## src/rtl/booth_pkg.sv

```systemverilog
// Shared types and constants for the radix-4 Booth multiplier family.
// BOOTH_UNSIGNED_EN adds one iteration so zero-extended operands are fully consumed.
package booth_pkg;

  typedef enum logic [1:0] {StIdle, StCalc, StDone} booth_state_e;

  typedef logic [2:0] booth_op_t;

  localparam booth_op_t OP_ZERO = 3'd0;
  localparam booth_op_t OP_PM   = 3'd1;
  localparam booth_op_t OP_P2M  = 3'd2;
  localparam booth_op_t OP_NM   = 3'd3;
  localparam booth_op_t OP_N2M  = 3'd4;

`ifdef BOOTH_UNSIGNED_EN
  localparam int unsigned IterExtra = 1;
`else
  localparam int unsigned IterExtra = 0;
`endif

  function automatic int unsigned booth_iters(input int unsigned width);
    return width / 2 + IterExtra;
  endfunction

endpackage

```

## src/rtl/booth_radix4_multiplier_if.sv

```systemverilog
// Start/busy/done handshake bundle for the Booth multiplier.
// BOOTH_UNSIGNED_EN adds the is_signed operand qualifier.
interface booth_radix4_multiplier_if #(
  parameter int unsigned WIDTH = 8
);
  logic               start;
  logic [WIDTH-1:0]   multiplicand;
  logic [WIDTH-1:0]   multiplier;
`ifdef BOOTH_UNSIGNED_EN
  logic               is_signed;
`endif
  logic               busy;
  logic               done;
  logic [2*WIDTH-1:0] product;

  modport master (
    output start,
    output multiplicand,
    output multiplier,
`ifdef BOOTH_UNSIGNED_EN
    output is_signed,
`endif
    input  busy,
    input  done,
    input  product
  );

  modport slave (
    input  start,
    input  multiplicand,
    input  multiplier,
`ifdef BOOTH_UNSIGNED_EN
    input  is_signed,
`endif
    output busy,
    output done,
    output product
  );
endinterface

```

## src/rtl/booth_r4_recoder.sv

```systemverilog
// Radix-4 Booth recoder: {q[i+1], q[i], q[i-1]} window to partial-product op code.
module booth_r4_recoder
  import booth_pkg::*;
(
  input  logic [2:0] window_i,
  output booth_op_t  op_o
);

  always_comb begin
    op_o = OP_ZERO;
    unique case (window_i)
      3'b000, 3'b111: op_o = OP_ZERO;
      3'b001, 3'b010: op_o = OP_PM;
      3'b011:         op_o = OP_P2M;
      3'b100:         op_o = OP_N2M;
      3'b101, 3'b110: op_o = OP_NM;
      default:        op_o = OP_ZERO;
    endcase
  end

endmodule

```

## src/rtl/booth_radix4_multiplier.sv

```systemverilog
// Sequential radix-4 Booth multiplier, two multiplier bits retired per CALC cycle.
// BOOTH_UNSIGNED_EN: adds is_signed (zero/sign extension) and one extra iteration.
module booth_radix4_multiplier
  import booth_pkg::*;
#(
  parameter int unsigned WIDTH = 8
) (
  input logic                      clk,
  input logic                      rst,
  booth_radix4_multiplier_if.slave bus
);

  if ((WIDTH % 2) != 0 || WIDTH < 4) begin : g_bad_width
    $error("booth_radix4_multiplier: WIDTH must be even and >= 4");
  end

  localparam int unsigned Iters = booth_iters(WIDTH);
`ifdef BOOTH_UNSIGNED_EN
  // Unsigned M is a WIDTH+1 bit signed value; one guard bit keeps A + 2M in range.
  localparam int unsigned AW = WIDTH + 3;
  localparam int unsigned QW = WIDTH + 2;
`else
  localparam int unsigned AW = WIDTH + 2;
  localparam int unsigned QW = WIDTH;
`endif
  localparam int unsigned FW   = AW + QW;
  localparam int unsigned CntW = $clog2(Iters) + 1;

  booth_state_e      state_q;
  logic [AW-1:0]     m_q, a_q;
  logic [QW-1:0]     q_q;
  logic              qm1_q;
  logic [CntW-1:0]   cnt_q;
  logic              busy_q, done_q;
  logic [2*WIDTH-1:0] product_q;

  logic [AW-1:0]     m_ext;
  logic [QW-1:0]     q_ext;
  booth_op_t         op;
  logic [AW-1:0]     op_val, sum;
  logic [FW:0]       shift_in, shift_out;
  logic [FW-1:0]     acc_full;

  always_comb begin
`ifdef BOOTH_UNSIGNED_EN
    m_ext = {{(AW-WIDTH){bus.is_signed & bus.multiplicand[WIDTH-1]}}, bus.multiplicand};
    q_ext = {{(QW-WIDTH){bus.is_signed & bus.multiplier[WIDTH-1]}}, bus.multiplier};
`else
    m_ext = {{(AW-WIDTH){bus.multiplicand[WIDTH-1]}}, bus.multiplicand};
    q_ext = bus.multiplier;
`endif
  end

  booth_r4_recoder u_recoder (
    .window_i ({q_q[1:0], qm1_q}),
    .op_o     (op)
  );

  always_comb begin
    op_val = '0;
    unique case (op)
      OP_PM:   op_val = m_q;
      OP_P2M:  op_val = m_q << 1;
      OP_NM:   op_val = -m_q;
      OP_N2M:  op_val = -(m_q << 1);
      default: op_val = '0;
    endcase
    sum       = a_q + op_val;
    shift_in  = {sum, q_q, qm1_q};
    shift_out = {{2{shift_in[FW]}}, shift_in[FW:2]};
    acc_full  = {a_q, q_q};
  end

  always_ff @(posedge clk or posedge rst) begin
    if (rst) begin
      state_q   <= StIdle;
      m_q       <= '0;
      a_q       <= '0;
      q_q       <= '0;
      qm1_q     <= 1'b0;
      cnt_q     <= '0;
      busy_q    <= 1'b0;
      done_q    <= 1'b0;
      product_q <= '0;
    end else begin
      unique case (state_q)
        StIdle: begin
          done_q <= 1'b0;
          if (bus.start) begin
            m_q     <= m_ext;
            a_q     <= '0;
            q_q     <= q_ext;
            qm1_q   <= 1'b0;
            cnt_q   <= '0;
            busy_q  <= 1'b1;
            state_q <= StCalc;
          end
        end
        StCalc: begin
          a_q   <= shift_out[FW:QW+1];
          q_q   <= shift_out[QW:1];
          qm1_q <= shift_out[0];
          cnt_q <= cnt_q + 1'b1;
          if (cnt_q == CntW'(Iters - 1)) begin
            busy_q  <= 1'b0;
            state_q <= StDone;
          end
        end
        StDone: begin
          product_q <= acc_full[2*WIDTH-1:0];
          done_q    <= 1'b1;
          state_q   <= StIdle;
        end
        default: state_q <= StIdle;
      endcase
    end
  end

  assign bus.busy    = busy_q;
  assign bus.done    = done_q;
  assign bus.product = product_q;

endmodule

```

## src/flat_wrapper.sv

```systemverilog
// flat-port wrapper written by rule: the top's interface ports become plain ports
module booth_radix4_multiplier_flat import booth_pkg::*;
#(
  parameter int unsigned WIDTH = 8
)
  (clk, rst, bus_start, bus_multiplicand, bus_multiplier, bus_busy, bus_done, bus_product);
  booth_radix4_multiplier_if #(.WIDTH(WIDTH)) bus_i ();
  input logic clk;
  input logic rst;
  input wire logic [$bits(bus_i.start)-1:0] bus_start;
  input wire logic [$bits(bus_i.multiplicand)-1:0] bus_multiplicand;
  input wire logic [$bits(bus_i.multiplier)-1:0] bus_multiplier;
  output wire logic [$bits(bus_i.busy)-1:0] bus_busy;
  output wire logic [$bits(bus_i.done)-1:0] bus_done;
  output wire logic [$bits(bus_i.product)-1:0] bus_product;
  assign bus_i.start = bus_start;
  assign bus_i.multiplicand = bus_multiplicand;
  assign bus_i.multiplier = bus_multiplier;
  assign bus_busy = bus_i.busy;
  assign bus_done = bus_i.done;
  assign bus_product = bus_i.product;
  booth_radix4_multiplier #(.WIDTH(WIDTH)) u_core (.clk(clk), .rst(rst), .bus(bus_i));
endmodule
```

## config.mk

```make
export PLATFORM = sky130hd
export DESIGN_NAME = booth_radix4_multiplier_flat
export DESIGN_NICKNAME = d
export VERILOG_FILES = /design/src/rtl/booth_pkg.sv /design/src/rtl/booth_radix4_multiplier_if.sv /design/src/rtl/booth_r4_recoder.sv /design/src/rtl/booth_radix4_multiplier.sv /design/src/flat_wrapper.sv
export SDC_FILE = /design/constraint.sdc
export NUM_CORES = 1
export LEC_CHECK = 0
export ABC_AREA = 0
export CAP_MARGIN = 20
export CORE_ASPECT_RATIO = 1.2
export CORE_UTILIZATION = 40
export DETAILED_ROUTE_END_ITERATION = 10
export GPL_TIMING_DRIVEN = 1
export SYNTH_ARGS = -nofsm -noshare
export SYNTH_HDL_FRONTEND = slang
export SYNTH_SLANG_ARGS = --single-unit
```

## constraint.sdc

```tcl
create_clock -name clk -period 3.48 [get_ports clk]
set_input_delay 0.696 -clock clk [delete_from_list [all_inputs] [get_ports clk]]
set_output_delay 0.696 -clock clk [all_outputs]
set_load 0.005 [all_outputs]
```

# == Yosys cells after proc, flatten, opt, wreduce, memory -nomap -nowiden ==
# Memory sizes are Yosys's and may differ from the RTL's.
# Index checks and enable logic that the tools add are counted.
# totals
register_bits,50
mem_bits_ro,24
inputBits,19
elab_cells,46
memories,1
# memory_table
memory,words,width,rd,rd_ports_with_merged_regs,wr,line,rtl
(no name shown),8,3,1,0,0,booth_r4_recoder.sv:11,unique case (window_i)
# classes
n_addsub,4
eq_ne,9
muxes,16
reduce_logical,7
# ops
cell,count
$pmux 10 s4,1
$neg 10->10,2
$pmux 10 s2,1
$pmux 8 s2,1
$add 10x10->10,1
$mux 10,1
$eq 3x2->1 const B,3
$mux 8,1
$pmux 1 s2,3
$pmux 3 s2,1
$reduce_and 2->1,3
$mux 2,2
$pmux 2 s2,1
$reduce_bool 2->1,2
$add 3x1->3 const B,1
$eq 3x1->1 const B,1
$eq 3x3->1 const B,1
$mux 1,3
$mux 3,1
$reduce_and 3->1,1
$eq 2x1->1 const B,1
$eq 2x2->1 const B,1
$logic_not 2->1,1
$ne 2x1->1 const B,1
$ne 2x2->1 const B,1

# == Longest topological paths before layout ==
# An unclocked memory read counts as a cell.
# depth
ltp_word,5
ltp_mapped,15
ltp_nobuf,15

# == Cells and area by module ==
# Synthesis repeated with hierarchy kept, for this count alone.
# hier_totals
hier_cells,287
area_unflattened_um2,2829.0
# by_module_without_submodules
module,instances,cells_per_inst,area_per_inst_um2,seq_area_each_um2
booth_radix4_multiplier,1,280,2770.2,1201.2
booth_r4_recoder,1,7,58.8,0.0

# == Least setup slack after synthesis ==
# Ideal clock, no wire load.
# synth_timing
kind,flip-flop to flip-flop
startpoint,register u_core.m_q[0]
endpoint,register u_core.a_q[8]
arrival_ns,2.836
t_required_ns,3.361
setup_slack_ns,0.525
stages_incl_launch_ff,12
synth_period_minus_slack_ns,2.955
cell_sequence,dfrtp_1 -> or3_2 -> or3_1 -> a21oi_1 -> a21oi_1 -> a221o_1 -> ha_1 -> nand2_1 -> a211o_1 -> and3_4 -> o21ai_1 -> a21bo_1
# synth_between
elab_chain_len,4
# synth_rtl
element,line,rtl
from (decl),booth_radix4_multiplier.sv:30,"logic [AW-1:0] m_q, a_q;"
from (signal assigned),booth_radix4_multiplier.sv:90,m_q <= m_ext;
"$neg 10->10, on equally long branches","booth_radix4_multiplier.sv:64, booth_radix4_multiplier.sv:65",
$pmux 10 s4 *,booth_radix4_multiplier.sv:61,unique case (op)
$add 10x10->10 *,booth_radix4_multiplier.sv:68,sum = a_q + op_val;
$pmux 10 s2 *,booth_radix4_multiplier.sv:86,unique case (state_q)
to (signal assigned),booth_radix4_multiplier.sv:100,a_q <= shift_out[FW:QW+1];
to (decl),booth_radix4_multiplier.sv:30,
# Every way passes the cells marked *; elsewhere a longest branch is shown, timed or not.
# A chain may end at the register's enable or synchronous reset.

# == Worst setup path after layout ==
# Ends and elaborated chain as after synthesis.

==> results.tsv <==
stage	metric	value	unit
status	status	complete, no violations	
detailed_routing	wl_per_cell	15.3	um
cells_and_area	drive_gt1_share	12.9	%
clock_tree	cts_max_level	2	
flow_run	maxCapViolCount	0	
worst_setup_path	setup.worst_path.class	flop to flop	
clock_tree	cts_tree	done	
worst_hold_path	holdCritPathClass	flop to flop	
floorplanning	start_util	41.0	%
logic_synthesis	postSynth.asyncResetShare	100	%
pwr	leakage	0.00145	uW
detailed_routing	wl	6440	um
place	gp_congestion	0.884	
cells_and_area	area_growth	19.9	%
floorplanning	ioPinCount	37	
cells_and_area	final_cell_mix	48 x dfrtp_1, 47 x nand2_1, 36 x clkdlybuf4s50_1, 22 x o21ai_0, 21 x nor2_1	
clock_tree	cts_made_buffers	5	
timing	final_max_slew_viol_count	0	
floorplanning	dieArea	7320	sq um
grt	grt_max_degree	28	
logic_synthesis	syn_inst	298	
worst_setup_path	cp.required	3.68	ns
worst_setup_path	crit_fanout	8	
detailed_routing	ant_nets	0	
grt	grt_overflow	0	
logic_synthesis	avgSynthCellArea	9.38	sq um
cells_and_area	n_antenna_cell	0	
worst_setup_path	start_kind	flop	
detailed_routing	first_pass_iters	4	
detailed_routing	via_count	2253	
worst_setup_path	slowest_stage	or3_2	
pwr	power	3810	uW
cells_and_area	final_area	3350	sq um
cells_and_area	multiInputGateArea	1460	sq um
logic_synthesis	netlist_area	2790	sq um
logic_synthesis	synth-edff-count	0	
timing	rsz0062_at_grt	no	
grt	first_global_vias	2208	
clock_tree	cts_setup_buffers	0	
worst_setup_path	cp_common_cell	a21oi_1	
timing	max_freq	0.312	GHz
clock_tree	cts_buffer_depth	2	
logic_synthesis	yosysSeqAreaShare	43.0	%
detailed_routing	drc	0	
detailed_routing	drt-initial-drc-count	82	
logic_synthesis	yosys_warnings	0	
timing	relSlewSlack	40.3	%
worst_setup_path	crit_chain	or3_2 > or3_1 > a21oi_1 > a21oi_1 > a221o_1 > ha_1 > a21oi_1 > o21ai_0 > inv_1 > a21oi_1 > o31ai_2 > a21bo_1	
cells_and_area	layout_commonest_cell	dfrtp_1	
logic_synthesis	ys_ff_latch	48	
floorplanning	fp-row-count	33	
pwr	p_per_area	1140	nW/um^2
clock_tree	cts_root_buffer	clkbuf_8	
cells_and_area	fin_util	49.2	%
floorplanning	chipWidth	78.3	um
worst_setup_path	cp-end-kind	flop	
cells_and_area	nNetsFinal	366	
detailed_routing	via_per_inst	5.36	
cells_and_area	regArea	1200	sq um
place	place.port_buffers	36	
grt	antenna_found_initial	0	
worst_setup_path	arrival	3.41	ns
worst_setup_path	max_stage_delay	0.52	ns
grt	grtUsageTotal	18.9	%
timing	post-route-period-util	92.2	%
clock_tree	path_clk_slew	0.10	ns
timing	whs	0.501	ns
timing	fin_setup_tns	0	ns
place	dp_hpwl	4610	um
timing	skew	0.00815	ns
clock_tree	cts_sinks	48	
clock_tree	insertion_delay	0.30	ns
logic_synthesis	yosysUniqueCellTypes	54	
place	placed_area	3240	sq um
floorplanning	die_y	93.6	um
timing	setup_viol	0	
logic_synthesis	synth-main-ff-cell	dfrtp_1	
cells_and_area	fill_cells	667	
grt	grt_pass1_wl	10600	um
timing	hold_violations	0	
pwr	ir_drop	0.497	mV
timing	worstMarginPinSlew	0.894	ns
logic_synthesis	syn-num-nets	332	
floorplanning	coreArea	6810	sq um
timing	finalCriticalPeriod	3.21	ns
cells in the mapped netlist (all sizes together) (4+ instances only):
master / n / area, sq um
a31oi: 7 / 43.8
and3: 4 / 30.0
inv: 14 / 52.6
nor2: 21 / 78.8
clkbuf: 11 / 41.3
nand3: 9 / 45.0
mux2: 16 / 180
o21ai: 24 / 120
a21oi: 17 / 85.1
o311ai: 4 / 35.0
nor2b: 6 / 37.5
ha: 14 / 175
nor3: 4 / 20.0
a21o: 5 / 37.5
nand2: 47 / 176
buf: 5 / 46.3
dfrtp: 48 / 1200
layout make-up:
cell class                      count  share of cell area, %
Multi-Input combinational cell    220                   43.5
Timing Repair Buffer               43                   12.5
Tap cell                           87                   3.25
Sequential cell                    48                   35.8
Clock inverter                      3                   1.27
Inverter                           14                   1.57
Clock buffer                        5                   2.05
flip-flops by register name (all words and copies together), names as in the netlist, 2 cells and up:
name                cells
u_core.q_q              8
u_core.a_q              8
u_core.state_q          2
u_core.m_q              8
u_core.cnt_q            3
u_core.bus.product     16
through the flow:
stage,std cells,worst slack (ns)
global placement,411,0.285
global route,420,0.0374
CTS,420,0.256
detailed placement,412,0.259
finish,420,0.272
floorplan,298,0.525
critical path, delay by kind of cell (launching register included):
kind	cells	cell delay (ns)
buf+inv	1	0.07
compound gates	8	1.30
flops	1	0.46
fa+ha+maj	1	0.40
simple gates	2	0.86
layer usage:
| layer | up-vias | global-route usage, % | wire length [um] |
|---|---|---|---|
| li1 | 1116 | - | - |
| met1 | 1074 | 23.6 | 2910 |
| met2 | 52 | 32.3 | 3180 |
| met3 | 11 | 3.32 | 206 |
| met4 | 0 | 7.41 | 143 |
| met5 | - | 0 | 0 |
path summary, 6_finish.rpt:
check / startpoint / to / slack (ns) / cells past startpoint
worst max-delay path: u_core.m_q[0] / u_core.a_q[8] / 0.27 / 12
worst min-delay path: u_core.bus.done / u_core.bus.done / 0.50 / 1
worst max register to register: u_core.m_q[0] / u_core.a_q[8] / 0.27 / 12
worst min register to register: u_core.bus.done / u_core.bus.done / 0.50 / 1
max in group asynchronous: rst / u_core.qm1_q / 2.00 / 3
min in group asynchronous: rst / u_core.bus.done / 0.76 / 2
logic make-up (layout without fill, tap and decap cells):
logic type,Yosys count,in the layout,synth area share (%)
AND/OR/NAND/NOR,105,105,18.5
AO/OA/AOI/OAI,78,78,18.1
flip-flops,48,48,43.0
buffers and inverters,30,65,5.02
multiplexers,17,17,6.81
adder cells (fa/ha/maj),15,15,6.99
XOR/XNOR,5,5,1.57
report_power, final:
| group | total, uW | switching [uW] | internal (uW) |
|---|---|---|---|
| clock network | 410 | 197 | 213 |
| logic | 2300 | 1200 | 1100 |
| registers | 1100 | 263 | 837 |
what timing repair did:
action,in CTS,in global routing
hold endpoints to repair,0,0
hold buffers,0,0
setup endpoints to repair,0,1
resized for setup,0,1
Note: power is estimated with default switching activity, not from simulation.
